### src/rtl/mcu_pkg.sv
// Shared types and constants for the 8-bit microcontroller datapath.
// Purely declarative: no logic, no latency.
// No flow control: definitions only.
package mcu_pkg;

    localparam int DATA_W = 8;
    localparam int FLAG_W = 4;

    // Bit positions of the status flags inside sr: {Z,C,S,O}
    localparam int FLAG_Z = 3;
    localparam int FLAG_C = 2;
    localparam int FLAG_S = 1;
    localparam int FLAG_O = 0;

    typedef enum logic [3:0] {
        ALU_ADD  = 4'b0000,
        ALU_SUB  = 4'b0001,
        ALU_MOV  = 4'b0010,
        ALU_PASS = 4'b0011,
        ALU_AND  = 4'b0100,
        ALU_OR   = 4'b0101,
        ALU_XOR  = 4'b0110,
        ALU_NOT1 = 4'b0111,
        ALU_INC  = 4'b1000,
        ALU_DEC  = 4'b1001,
        ALU_SHL  = 4'b1010,
        ALU_SHR  = 4'b1011,
        ALU_ROL  = 4'b1100,
        ALU_ROR  = 4'b1101,
        ALU_RSUB = 4'b1110,
        ALU_NOT2 = 4'b1111
    } alu_mode_e;

endpackage

### src/rtl/mcu_alu.sv
// Combinational 8-bit ALU with {Z,C,S,O} flag generation; shifter present only with MCU_DP_SHIFT_EN.
// Latency: zero cycles, result and flags valid in the same cycle as the operands.
// No backpressure: pure function of its inputs.
module mcu_alu
    import mcu_pkg::*;
(
    input  logic [DATA_W-1:0] op1_i,
    input  logic [DATA_W-1:0] op2_i,
    input  logic [3:0]        mode_i,
    input  logic              en_i,
    input  logic [FLAG_W-1:0] flags_i,
    output logic [DATA_W-1:0] res_o,
    output logic [FLAG_W-1:0] flags_o
);

    logic [DATA_W-1:0] res;
    logic [DATA_W:0]   wide;
    logic              c_flag;
    logic              o_flag;

    // Operation decode: result, carry/borrow and signed overflow per mode
    always_comb begin
        res    = '0;
        wide   = '0;
        c_flag = flags_i[FLAG_C];
        o_flag = 1'b0;
        case (alu_mode_e'(mode_i))
            ALU_ADD: begin
                wide   = {1'b0, op1_i} + {1'b0, op2_i};
                res    = wide[DATA_W-1:0];
                c_flag = wide[DATA_W];
                o_flag = (op1_i[7] == op2_i[7]) && (res[7] != op1_i[7]);
            end
            ALU_SUB: begin
                // Bit 8 of the 9-bit difference is the borrow
                wide   = {1'b0, op1_i} - {1'b0, op2_i};
                res    = wide[DATA_W-1:0];
                c_flag = wide[DATA_W];
                o_flag = (op1_i[7] != op2_i[7]) && (res[7] != op1_i[7]);
            end
            ALU_RSUB: begin
                wide   = {1'b0, op2_i} - {1'b0, op1_i};
                res    = wide[DATA_W-1:0];
                c_flag = wide[DATA_W];
                o_flag = (op2_i[7] != op1_i[7]) && (res[7] != op2_i[7]);
            end
            ALU_INC: begin
                wide   = {1'b0, op1_i} + 9'd1;
                res    = wide[DATA_W-1:0];
                c_flag = wide[DATA_W];
                o_flag = !op1_i[7] && res[7];
            end
            ALU_DEC: begin
                wide   = {1'b0, op1_i} - 9'd1;
                res    = wide[DATA_W-1:0];
                c_flag = wide[DATA_W];
                o_flag = op1_i[7] && !res[7];
            end
            ALU_MOV:  res = op2_i;
            ALU_PASS: res = op1_i;
            ALU_AND:  res = op1_i & op2_i;
            ALU_OR:   res = op1_i | op2_i;
            ALU_XOR:  res = op1_i ^ op2_i;
            ALU_NOT1: res = ~op1_i;
            ALU_NOT2: res = ~op2_i;
`ifdef MCU_DP_SHIFT_EN
            ALU_SHL: begin
                res    = {op1_i[6:0], 1'b0};
                c_flag = op1_i[7];
            end
            ALU_SHR: begin
                res    = {1'b0, op1_i[7:1]};
                c_flag = op1_i[0];
            end
            ALU_ROL: begin
                res    = {op1_i[6:0], op1_i[7]};
                c_flag = op1_i[7];
            end
            ALU_ROR: begin
                res    = {op1_i[0], op1_i[7:1]};
                c_flag = op1_i[0];
            end
`else
            // Without the shifter the shift codes degrade to PASS and leave C and O alone
            ALU_SHL, ALU_SHR, ALU_ROL, ALU_ROR: begin
                res    = op1_i;
                o_flag = flags_i[FLAG_O];
            end
`endif
            default: res = op1_i;
        endcase
    end

    // Disabled ALU drives zero and reflects the incoming flags unchanged
    always_comb begin
        res_o   = '0;
        flags_o = flags_i;
        if (en_i) begin
            res_o           = res;
            flags_o[FLAG_Z] = (res == '0);
            flags_o[FLAG_C] = c_flag;
            flags_o[FLAG_S] = res[7];
            flags_o[FLAG_O] = o_flag;
        end
    end

endmodule

### src/rtl/mcu_datapath.sv
// Execution datapath: ALU, operand-2 mux, PC incrementer/next-PC mux, and pc/acc/sr registers.
// Latency: alu_out combinational; pc/acc/sr visible one cycle after their enable (MCU_DP_SHIFT_EN adds the shifter).
// No backpressure: the control unit sequences every enable; registers load unconditionally when enabled.
module mcu_datapath
    import mcu_pkg::*;
(
    input  logic        clk,
    input  logic        rs_n,
    input  logic        clr,
    input  logic        pc_e,
    input  logic        acc_e,
    input  logic        sr_e,
    input  logic        alu_e,
    input  logic [3:0]  alu_mode,
    input  logic        mux1_sel,
    input  logic        mux2_sel,
    input  logic [7:0]  imm,
    input  logic [7:0]  dr,
    output logic [7:0]  pc,
    output logic [7:0]  acc,
    output logic [3:0]  sr,
    output logic [7:0]  alu_out
);

    logic [DATA_W-1:0] pc_q,  pc_d;
    logic [DATA_W-1:0] acc_q, acc_d;
    logic [FLAG_W-1:0] sr_q,  sr_d;

    logic [DATA_W-1:0] op2;
    logic [DATA_W-1:0] pc_inc;
    logic [DATA_W-1:0] pc_next;
    logic [DATA_W-1:0] alu_res;
    logic [FLAG_W-1:0] alu_flags;

    // 8-bit incrementer wraps naturally from 0xFF to 0x00
    assign pc_inc  = pc_q + 8'd1;
    assign pc_next = mux1_sel ? imm : pc_inc;
    assign op2     = mux2_sel ? imm : dr;

    mcu_alu u_alu (
        .op1_i   (acc_q),
        .op2_i   (op2),
        .mode_i  (alu_mode),
        .en_i    (alu_e),
        .flags_i (sr_q),
        .res_o   (alu_res),
        .flags_o (alu_flags)
    );

    // Next-state per register: its own enable wins over clr, otherwise hold
    always_comb begin
        pc_d  = pc_q;
        acc_d = acc_q;
        sr_d  = sr_q;

        if (pc_e)      pc_d = pc_next;
        else if (clr)  pc_d = '0;

        if (acc_e)     acc_d = alu_res;
        else if (clr)  acc_d = '0;

        if (sr_e)      sr_d = alu_flags;
        else if (clr)  sr_d = '0;
    end

    // State registers with asynchronous clear on rs_n
    always_ff @(posedge clk or negedge rs_n) begin
        if (!rs_n) begin
            pc_q  <= '0;
            acc_q <= '0;
            sr_q  <= '0;
        end else begin
            pc_q  <= pc_d;
            acc_q <= acc_d;
            sr_q  <= sr_d;
        end
    end

    assign pc      = pc_q;
    assign acc     = acc_q;
    assign sr      = sr_q;
    assign alu_out = alu_res;

endmodule

### config.mk
export PLATFORM = sky130hd
export DESIGN_NAME = mcu_datapath
export DESIGN_NICKNAME = d
export VERILOG_FILES = /design/src/rtl/mcu_pkg.sv /design/src/rtl/mcu_alu.sv /design/src/rtl/mcu_datapath.sv
export SDC_FILE = /design/constraint.sdc
export NUM_CORES = 1
export LEC_CHECK = 0
export ABC_AREA = 1
export BUFFER_PORTS_ARGS = -buffer_cell sky130_fd_sc_hd__buf_2
export CAP_MARGIN = 30
export CELL_PAD_IN_SITES_DETAIL_PLACEMENT = 1
export CELL_PAD_IN_SITES_GLOBAL_PLACEMENT = 1
export CORE_ASPECT_RATIO = 1.4
export CORE_UTILIZATION = 30
export DETAILED_ROUTE_END_ITERATION = 12
export PLACE_DENSITY_LB_ADDON = 0.1
export SLEW_MARGIN = 20
export SYNTH_ARGS = -nofsm -noshare
export SYNTH_HDL_FRONTEND = slang
export SYNTH_HIERARCHICAL = 1
export SYNTH_SLANG_ARGS = --single-unit
### constraint.sdc
create_clock -name clk -period 3.4 [get_ports clk]
set_input_delay 0.34 -clock clk [delete_from_list [all_inputs] [get_ports clk]]
set_output_delay 0.34 -clock clk [all_outputs]
set_load 0.03 [all_outputs]
# After elaboration in Yosys (flattened, before gate mapping)
# Cells that the tools add are included.
dict set report word_totals {
  output_inout_bits 28
  register_bits 20
  inputBits 29
  word_cells 69
}
dict set report op_classes {
  muxes 12
  n_eq_ne 24
  n_reduce_logical 17
  addsub 6
  bitwise_logic 5
}
# cell count
set op_table {}
lappend op_table {{8-bit one-hot mux with 12 select lines} 1}
lappend op_table {{8-bit 2-to-1 mux} 6}
lappend op_table {{4-bit == test (second input constant)} 8}
lappend op_table {{8-bit by 8-bit subtractor with 9-bit output} 2}
lappend op_table {{4-bit by 3-bit == test with 1-bit output (second input constant)} 4}
lappend op_table {{8-bit NOT} 2}
lappend op_table {{4-bit 2-to-1 mux} 3}
lappend op_table {{8-bit by 1-bit adder with 9-bit output (second input constant)} 1}
lappend op_table {{8-bit by 8-bit adder with 9-bit output} 1}
lappend op_table {{8-bit by 1-bit subtractor with 9-bit output (second input constant)} 1}
lappend op_table {{8-bit by 1-bit adder with 8-bit output (second input constant)} 1}
lappend op_table {{8-bit bitwise AND} 1}
lappend op_table {{4-bit by 2-bit == test with 1-bit output (second input constant)} 2}
lappend op_table {{8-bit zero test} 1}
lappend op_table {{8-bit OR} 1}
lappend op_table {{8-bit bitwise XOR} 1}
lappend op_table {{6-bit by 1-bit != test with 1-bit output (second input constant)} 1}
lappend op_table {{1-bit one-hot mux with 6 select lines} 1}
lappend op_table {{3-bit AND reduction} 2}
lappend op_table {{2-bit nonzero test} 3}
lappend op_table {{1-bit logical AND} 5}
lappend op_table {{1-bit != test} 5}
lappend op_table {{1-bit one-hot mux with 5 select lines} 1}
lappend op_table {{5-bit OR reduction} 1}
lappend op_table {{other kinds (8)} 9}

# Depth between registers and ports, before layout
# Gate-level depths: netlist (run 1).
dict set report logic_depth {
  ltp_word 7
  mapped_depth 21
  ltp_nobuf 19
}

# Modules after synthesis
# The synthesis (run 1) kept the hierarchy.
# mod instances area_per_inst_um2 seq_area_each_um2 cells_per_inst
set by_module_without_submodules {}
lappend by_module_without_submodules {mcu_alu 1 2401.1 0.0 472}
lappend by_module_without_submodules {mcu_datapath 1 1089.8 500.5 152}

# Worst setup path before layout (run 1)
# OpenSTA, ideal clock, no wires.
dict set report synth_timing {
  kind {input to output}
  start {input mux2_sel}
  end {output alu_out[6]}
  setup_slack_ps 555
  cell_stages 12
  required_ps 3060
  path_buffers 1
  arrival_time_ps 2505
  cell_sequence {buf_2 > a21oi_1 > inv_1 > fa_1 > nand2_1 > nand2_1 > a21oi_1 > or2_0 > nand2_1 > nand2_1 > nor3_1 > nor2_1}
}
dict set report synth_between {
  elab_chain_len 4
  elab_cells_between_ends 10
  classes_between {3 x add/sub; 3 x mux; 4 x bitwise}
}
# element line
set synth_lines {}
lappend synth_lines {{start: declaration} mcu_datapath.sv:16} ;# input logic mux2_sel,
lappend synth_lines {{8-bit 2-to-1 mux (*)} mcu_datapath.sv:38} ;# assign op2 = mux2_sel ? imm : dr;
lappend synth_lines {{net op2[1]} mcu_datapath.sv:29} ;# logic [DATA_W-1:0] op2;
lappend synth_lines {{8-bit by 8-bit subtractor with 9-bit output, or another cell as far along} mcu_alu.sv:42} ;# wide = {1'b0, op2_i} - {1'b0, op1_i};
lappend synth_lines {{8-bit one-hot mux with 12 select lines (*)} mcu_alu.sv:27} ;# case (alu_mode_e'(mode_i))
lappend synth_lines {{8-bit 2-to-1 mux (*)} mcu_alu.sv:98} ;# if (en_i) begin
lappend synth_lines {{end: declaration} mcu_datapath.sv:22} ;# output logic [7:0] alu_out
# The timed path passes the listed nets; every way through them passes the cells marked *.

# Worst setup path after layout (run 1)
dict set report layout_timing {
  start {input mux2_sel}
  end {output alu_out[7]}
}
# The elaborated chain is that of the path after synthesis.

==> impl_metrics.csv, run 1 <==
group,metric,value,unit
drt,drt_iter0_markers,125,
die,num_rows,46,
finish,final_util,36.7,%
drt,viasPerCell,5.04,
critical_path,cpMaxStageDelayCell,"ha_2",
die,die_y,130,um
timing,fin_tns_setup,0,ps
finish,layout.nets,764,
synthesis,ys_ff_latch,20,
placed_design,io_buffers,56,
synthesis,synth_area,3490,um^2
drt,dr.pass1.iters,4,
run,cap_violations,0,
critical_path,reg2reg_to,"sr[3]",
timing,max_freq,0.321,GHz
die,fp.dieArea,12100,um^2
clock_tree,cts_buffer_depth,2,
critical_path,crit_type,"input pin to output port",
synthesis,syn_area_per_cell,5.59,um^2
critical_path,slowest_delay,460,ps
critical_path,ff2ff_path_depth,16,
synthesis,ys_types,33,
drt,route.detailed.wl_per_inst,17.8,um
synthesis,yosysTopAreaCell,"nand2_1",
timing,max_slew.worst_pin.slew,634,ps
finish,area_growth,19.3,%
synthesis,synth_top_area_share,22.3,%
clock_tree,numCtsBuffers,3,
clock_tree,clkTransAtPathRegs,60,ps
timing,setup_viol,0,
die,fp.coreArea,11300,um^2
synthesis,postSynth.asyncResetShare,100,%
die,ioPinCount,57,
critical_path,crit_chain,"clkbuf_4 -> nor2_1 -> a21oi_1 -> inv_1 -> ha_2 -> nor2_1 -> and2_1 -> nand2_1 -> nand2_1 -> nand2_1 -> nand3_1 -> nand3_1 -> nand2_1 -> nor2_1 -> buf_2",
clock_tree,cts_setup_buffers,0,
synthesis,synth_edf_count,0,
finish,diodes,0,
placed_design,dp_cells,834,
timing,clock-skew-final,2.09,ps
drt,final_antenna_net_count,0,
timing,rsz0062_at_grt,"false",
timing,maxSlewHeadroom,57.6,%
die,initial_core_util,30.8,%
synthesis,yosysMostFrequentCell,"nand2_1",
global_routing,grt_max_degree,21,
clock_tree,cts_tree,"built",
synthesis,synthTopCellsByArea,"nand2_1 22%, dfrtp_1 14%, ha_1 13%",
power_and_ir_drop,ir_drop,0.363,mV
critical_path,critPathCaptureType,"output port",
critical_path,r2r_slack,720,ps
timing,drv_slew,0,
global_routing,grt_usage,25.7,%
finish,layout-drive-gt1-share,16.1,%
clock_tree,clk_latency,260,ps
critical_path,cp_common_cell,"nand2_1",
min_path,hold_class,"input pin to asynchronous set/reset pin",
clock_tree,cts_max_level,1,
synthesis,synth_common_cells,"207 x nand2_1, 83 x inv_1, 66 x nor2_1",
finish,instances_no_fill,838,
global_routing,grt_pass1_wl,23500,um
power_and_ir_drop,power.density,305,nW/um^2
critical_path,cp_max_fo,15,
drt,remaining_drc_errors,0,
die,die_w,93.2,um
critical_path,arrival,2770,ps
synthesis,syn-num-nets,693,
global_routing,antenna_found_initial,0,
timing,final.min_clock_period,3110,ps
timing,finalHoldViolations,0,
clock_tree,clock_sinks,20,
critical_path,cp-start-kind,"input pin",
global_routing,grt_pass1_vias,4423,
global_routing,gr-total-overflow,0,
synthesis,synth_flop_cell,"dfrtp_1",
placed_design,dp_hpwl,12800,um
timing,whs,35.5,ps
drt,postRouteWirelength,14900,um
synthesis,yosys_warnings,6,
power_and_ir_drop,p_leak,2.36,nW
clock_tree,cts_root_buffer,"clkbuf_16",
timing,fin_crit_sh,91.6,%
status,status,"completed",
drt,vias,4224,
placed_design,gp_congestion,0.895,
synthesis,synthCells,624,
critical_path,cp.required,3060,ps
critical_path,r2r_start,"acc[6]",
synthesis,yosysSeqAreaShare,14.3,%
## kinds of logic (layout without fill, tap and decap cells)
family          Yosys count  after routing  synth area share [%]
simple gates            378            378                  46.0
buf+inv                 101            171                  11.3
compound gates           80             80                  12.1
fa+ha+maj                40             40                  15.0
flops                    20             20                  14.3
xor+xnor                  4              4                  1.00
mux                       1              1                 0.323
## power breakdown
group / total [mW] / internal, mW / switching [mW]
registers: 0.287 / 0.260 / 0.0264
logic: 0.709 / 0.220 / 0.489
clock network: 0.277 / 0.180 / 0.0969
total: 1.27 / 0.660 / 0.612
## per-layer routing
metal	GRT usage (%)	routed length [um]	part of all wire (%)	up-vias
met5	0	0	0	-
met4	13.7	737	5.0	0
met3	2.23	334	2.2	37
met2	46.9	7590	51	74
met1	29.5	6210	42	1996
li1	-	-	-	2117
## how the worst max path moves through the flow
stage / start / end / slack, ps
after global placement: mux2_sel / alu_out[7] / 120
after floorplan: mux2_sel / alu_out[6] / 550
after CTS: mux2_sel / alu_out[7] / 50
after global routing: mux2_sel / alu_out[7] / 50
after detailed placement: mux2_sel / alu_out[7] / 60
final: mux2_sel / alu_out[7] / 290
## critical path: cells and delay by family
kind            cells  cell delay (ps)
compound gates      1              280
fa+ha+maj           1              460
buf+inv             3              570
simple gates       10             1110
## flip-flops by register name (all words and copies together), names as in the netlist
name,flops
acc,8
pc,8
sr,4
## layout make-up
cell class	count	area, um^2
Clock buffer	4	88.8
Fill cell	1549	7170
Inverter	91	342
Multi-Input combinational cell	503	2620
Sequential cell	20	500
Tap cell	144	180
Timing Repair Buffer	76	433
## cell usage in the layout, fill, tap and decap left out, types with 2 or more instances in the layout
master,count
buf_4,20
o21bai_1,4
nor2_2,9
fa_1,3
buf_2,55
nor3_1,3
inv_2,8
nand2_2,6
nor3b_1,2
clkbuf_16,3
dfrtp_1,20
a21oi_1,36
ha_1,34
nand2_1,207
nand3_1,64
xor2_1,4
inv_1,83
nand4_1,13
o21ai_0,32
ha_2,2
nor2_1,66
or2_2,2
o21ai_1,2
## timing repair
action / in CTS / in global routing
endpoints found under the hold margin: 0 / 0
hold buffers: 0 / 0
gates resized for setup: 0 / 7
setup endpoints to repair: 0 / 3
## metrics by stage
| step | setup slack (ps) | instance area [um^2] | total power [mW] |
|---|---|---|---|
| after floorplan | 555 | 3490 | 0.741 |
| after detailed placement | 62.2 | 4050 | 0.992 |
| final | 285 | 4170 | 1.27 |
| after global placement | 119 | 4050 | 0.978 |
| after CTS | 45.1 | 4140 | 1.27 |
| after global routing | 47.6 | 4170 | 1.37 |
Power figures use the tool's default switching activity.
==> run 2: changes to the inputs <==
==> constraint.sdc (replaced) <==
create_clock -name clk -period 3.4 [get_ports clk]
set_input_delay 0.51 -clock clk [delete_from_list [all_inputs] [get_ports clk]]
set_output_delay 0.51 -clock clk [all_outputs]
set_load 0.03 [all_outputs]
==> impl_metrics.csv, run 2 (synthesis results as in run 1) <==
group,metric,value,unit
global_routing,met2_usage,49.0,%
die,ioPinCount,57,
power_and_ir_drop,p_leak,2.48,nW
global_routing,grt_usage,25.7,%
global_routing,top_usage_layer,"met2",
power_and_ir_drop,internal_power,713,uW
power_and_ir_drop,pwr-share-comb,58.2,%
drt,viasPerCell,5.04,
power_and_ir_drop,ir_drop,0.329,mV
placed_design,dp_hpwl,12800,um
die,die_y,130,um
clock_tree,cts_tree,"built",
finish,layout.nets,786,
clock_tree,cts_hold_buf,0,
global_routing,gr-total-overflow,0,
finish,final_common_cell,"nand2_1",
clock_tree,clock_sinks,20,
clock_tree,clkTransAtPathRegs,60,ps
timing,clock-skew-final,2.15,ps
critical_path,reg2reg_to,"sr[3]",
critical_path,cp_max_fo,12,
placed_design,place_area,4210,um^2
power_and_ir_drop,power.density,306,nW/um^2
global_routing,grtUsageMet1,30.6,%
drt,remaining_drc_errors,0,
drt,drt_iter0_markers,174,
critical_path,r2r_start,"acc[1]",
clock_tree,cts_setup_buffers,0,
power_and_ir_drop,p_total,1.35,mW
min_path,hold_class,"input pin to asynchronous set/reset pin",
finish,area_growth,26.7,%
critical_path,crit_type,"input pin to output port",
run,cap_violations,0,
timing,max_freq,0.306,GHz
power_and_ir_drop,p_seq_share,21.1,%
global_routing,antenna_found_initial,0,
die,initial_core_util,30.8,%
clock_tree,cts_root_buffer,"clkbuf_16",
global_routing,grtUsageMet3,1.12,%
power_and_ir_drop,pwr-share-clk,20.7,%
drt,route.detailed.wl_per_inst,17.5,um
die,fp.dieArea,12100,um^2
drt,dr.pass1.iters,4,
placed_design,gp_congestion,0.907,
placed_design,dpl_worst_slack,-171,ps
clock_tree,numCtsBuffers,3,
critical_path,ff2ff_path_depth,17,
finish,final_util,39.0,%
timing,whs,200,ps
placed_design,dp_cells,856,
timing,final.min_clock_period,3270,ps
critical_path,r2r_slack,730,ps
drt,vias,4335,
power_and_ir_drop,swShare,47.3,%
global_routing,grt_pass1_vias,4470,
finish,final_cell_mix,"204 x nand2_1, 82 x inv_1, 64 x nor2_1",
drt,postRouteWirelength,15100,um
clock_tree,clk_latency,260,ps
global_routing,grt_max_degree,21,
clock_tree,cts_max_level,1,
timing,fin_crit_sh,96.1,%
global_routing,grt_pass1_wl,23600,um
timing,finalHoldViolations,0,
critical_path,cp-start-kind,"input pin",
status,status,"completed",
finish,final_area,4420,um^2
timing,max_slew.worst_pin.slew,526,ps
finish,instances_no_fill,860,
critical_path,critPathCaptureType,"output port",
timing,setup_viol,0,
drt,final_antenna_net_count,0,
timing,maxSlewHeadroom,64.8,%
die,die_w,93.2,um
die,num_rows,46,
finish,layout-drive-gt1-share,21.4,%
timing,fin_ws,134,ps
timing,drv_slew,0,
clock_tree,cts_buffer_depth,2,
power_and_ir_drop,net-switching-power,639,uW
die,fp.coreArea,11300,um^2
timing,rsz0062_at_grt,"true",
placed_design,io_buffers,56,
critical_path,cp.required,2890,ps
finish,diodes,0,
timing,fin_tns_setup,0,ps
critical_path,arrival,2760,ps
-- run 2: cell types whose count changed in the layout (fill, tap and decap cells not counted), moves of 3 or more --
| cell | previous run | this run |
|---|---|---|
| buf_4 | 20 | 44 |
| a21oi_1 | 36 | 26 |
| a21oi_2 | 1 | 11 |
| nand2_1 | 207 | 204 |
| nand2_2 | 6 | 9 |
-- run 2: repair_timing --
item / CTS / global route
resized for setup: 10 / 22
pin swaps: 0 / 3
setup endpoints to repair: 3 / 5
-- run 2: final cells by class --
class                   count  area [um^2]
inverters                  91          342
flip-flops and latches     20          500
clock buffers               4         88.8
fillers                  1555         6920
well taps                 144          180
repair buffers             98          603
multi-input cells         503         2710
-- run 2: how the worst max path moves through the flow --
stage / slack [ps] / cells after the start / startpoint / endpoint
2_1_floorplan: 210 / 12 / mux2_sel / alu_out[6]
3_3_place_gp: -110 / 16 / mux2_sel / alu_out[6]
3_5_place_dp: -170 / 16 / mux2_sel / alu_out[7]
4_1_cts: 40 / 16 / mux2_sel / alu_out[6]
5_1_grt: -30 / 16 / mux2_sel / alu_out[6]
6_report: 130 / 15 / mux2_sel / alu_out[6]
-- run 2: worst max-delay path, cell delays in order --
cell	delay, ps
buf_4	160
mux2_4	230
ha_1	160
inv_1	70
fa_1	410
nand2_2	110
nand2_1	100
a21oi_2	210
or2_0	140
nand2_1	70
nand2_1	100
nor3_2	40
buf_4	140
nor2_1	130
buf_4	190
-- run 2: power groups by stage --
stage                     logic, mW  clock network [mW]  registers, mW
after global placement        0.737                   0          0.290
after detailed placement      0.750                   0          0.290
after global routing          0.872               0.288          0.289
final                         0.787               0.280          0.286
after CTS                     0.767               0.282          0.286
after floorplan               0.400                   0          0.342
-- run 2: routing by layer --
layer | routed length, um | vias to the layer above
li1 | - | 2160
met1 | 6330 | 2059
met2 | 7800 | 93
met3 | 466 | 23
met4 | 455 | 0
met5 | 0 | -
==> run 3: changes to the inputs <==
CELL_PAD_IN_SITES_DETAIL_PLACEMENT = 0   (was 1)
==> impl_metrics.csv, run 3 (synthesis results as in run 1) <==
group,metric,value,unit
status,status,"completed",
critical_path,crit_type,"input pin to output port",
placed_design,dp_cells,856,
finish,layout-drive-gt1-share,21.4,%
placed_design,dpl_worst_slack,-101,ps
drt,route.detailed.wl_per_inst,16.2,um
power_and_ir_drop,p_total,1.33,mW
timing,max_slew.worst_pin.slew,516,ps
critical_path,cp.required,2890,ps
critical_path,cpMaxStageDelayCell,"fa_1",
die,fp.dieArea,12100,um^2
finish,instances_no_fill,860,
run,cap_violations,0,
clock_tree,cts_buffer_depth,2,
clock_tree,numCtsBuffers,3,
finish,area_growth,26.7,%
timing,fin_ws,111,ps
placed_design,dp_hpwl,11800,um
finish,final_cell_mix,"205 x nand2_1, 82 x inv_1, 64 x nor2_1, 64 x nand3_1, 53 x buf_2",
power_and_ir_drop,p_leak,2.48,nW
clock_tree,cts_setup_buffers,0,
timing,drv_slew,0,
clock_tree,cts_root_buffer,"clkbuf_16",
timing,finalHoldViolations,0,
power_and_ir_drop,power.density,300,nW/um^2
global_routing,grt_pass1_wl,21800,um
critical_path,cpLargestDelayFamily,"simple AND/OR/NAND/NOR gates",
placed_design,place_area,4210,um^2
timing,rsz0062_at_grt,"true",
die,die_y,130,um
drt,postRouteWirelength,13900,um
drt,viasPerCell,4.79,
critical_path,cp-start-kind,"input pin",
power_and_ir_drop,ir_drop,0.341,mV
critical_path,cp_max_fo,12,
global_routing,grt_usage,23.7,%
die,num_rows,46,
drt,dr.pass1.iters,4,
critical_path,critPathCaptureType,"output port",
timing,setup_viol,0,
clock_tree,clock_sinks,20,
global_routing,antenna_found_initial,0,
finish,final_area,4420,um^2
global_routing,grt_max_degree,21,
clock_tree,cts_hold_buf,0,
clock_tree,clkTransAtPathRegs,60,ps
placed_design,gp_congestion,0.907,
global_routing,grt_pass1_vias,4038,
die,initial_core_util,30.8,%
min_path,hold_class,"input pin to asynchronous set/reset pin",
timing,clock-skew-final,2.18,ps
critical_path,arrival,2780,ps
finish,layout.nets,786,
timing,fin_crit_sh,96.7,%
clock_tree,cts_tree,"built",
critical_path,crit_chain,"buf_4 -> mux2_4 -> ha_1 -> fa_1 -> nand4_1 -> nand3_1 -> nand2_1 -> nor3b_2 -> nor3_2 -> buf_4 -> nor2_1 -> buf_4",
die,fp.coreArea,11300,um^2
finish,diodes,0,
timing,max_freq,0.304,GHz
timing,maxSlewHeadroom,65.5,%
finish,nFillCells,1269,
critical_path,slowest_delay,430,ps
timing,final.min_clock_period,3290,ps
clock_tree,cts_max_level,1,
die,ioPinCount,57,
drt,drt_iter0_markers,255,
finish,final_common_cell,"nand2_1",
drt,vias,4122,
placed_design,io_buffers,56,
critical_path,path_buf_inv,3,
global_routing,gr-total-overflow,0,
clock_tree,clk_latency,250,ps
critical_path,cp_common_cell,"buf_4",
drt,remaining_drc_errors,0,
drt,final_antenna_net_count,0,
die,die_w,93.2,um
run 3: worst paths after layout:
kind,start,end,slack (ps),cells after the start
setup reg to reg,acc[1],sr[3],770,17
setup / recovery,mux2_sel,alu_out[6],110,12
hold / removal,rs_n,sr[0],210,1
min in group clk,sr_e,sr[2],520,3
hold reg to reg,sr[3],sr[3],530,2
max in group asynchronous,rs_n,pc[1],2850,1
run 3: repair_timing:
action / 4_1_cts / 5_1_grt
pin swaps: 0 / 2
resized for setup: 7 / 25
endpoints found under the setup margin: 3 / 6
run 3: metal layers:
metal  wire length [um]  part of all wire (%)  up-vias  track usage, %
li1                   -                     -     2160               -
met1               6130                    44     1864            29.0
met2               7130                    51       86            44.9
met3                377                   2.7       12            1.06
met4                265                   1.9        0            5.97
met5                  0                     0        -               0
run 3: area by class of cell:
| cell class | count | area [um^2] | share of cell area (%) |
|---|---|---|---|
| flip-flops and latches | 20 | 500 | 11.3 |
| inverters | 91 | 342 | 7.72 |
| multi-input cells | 503 | 2710 | 61.2 |
| repair buffers | 98 | 603 | 13.6 |
| well taps | 144 | 180 | 4.07 |
| clock buffers | 4 | 88.8 | 2.01 |
run 3: where the power goes:
part / total, mW / internal (mW) / switching, mW
registers: 0.286 / 0.260 / 0.0257
clock network: 0.268 / 0.179 / 0.0890
logic: 0.774 / 0.272 / 0.502
total: 1.33 / 0.712 / 0.617
run 3: metrics by stage:
stage               hold WS [ps]  TNS, ps  util, %
floorplan                    214        0        -
global placement             509     -220     37.2
detailed placement           507     -195     37.2
CTS                          235        0     38.2
global route                 248    -68.2     39.0
finish                       212        0     39.0
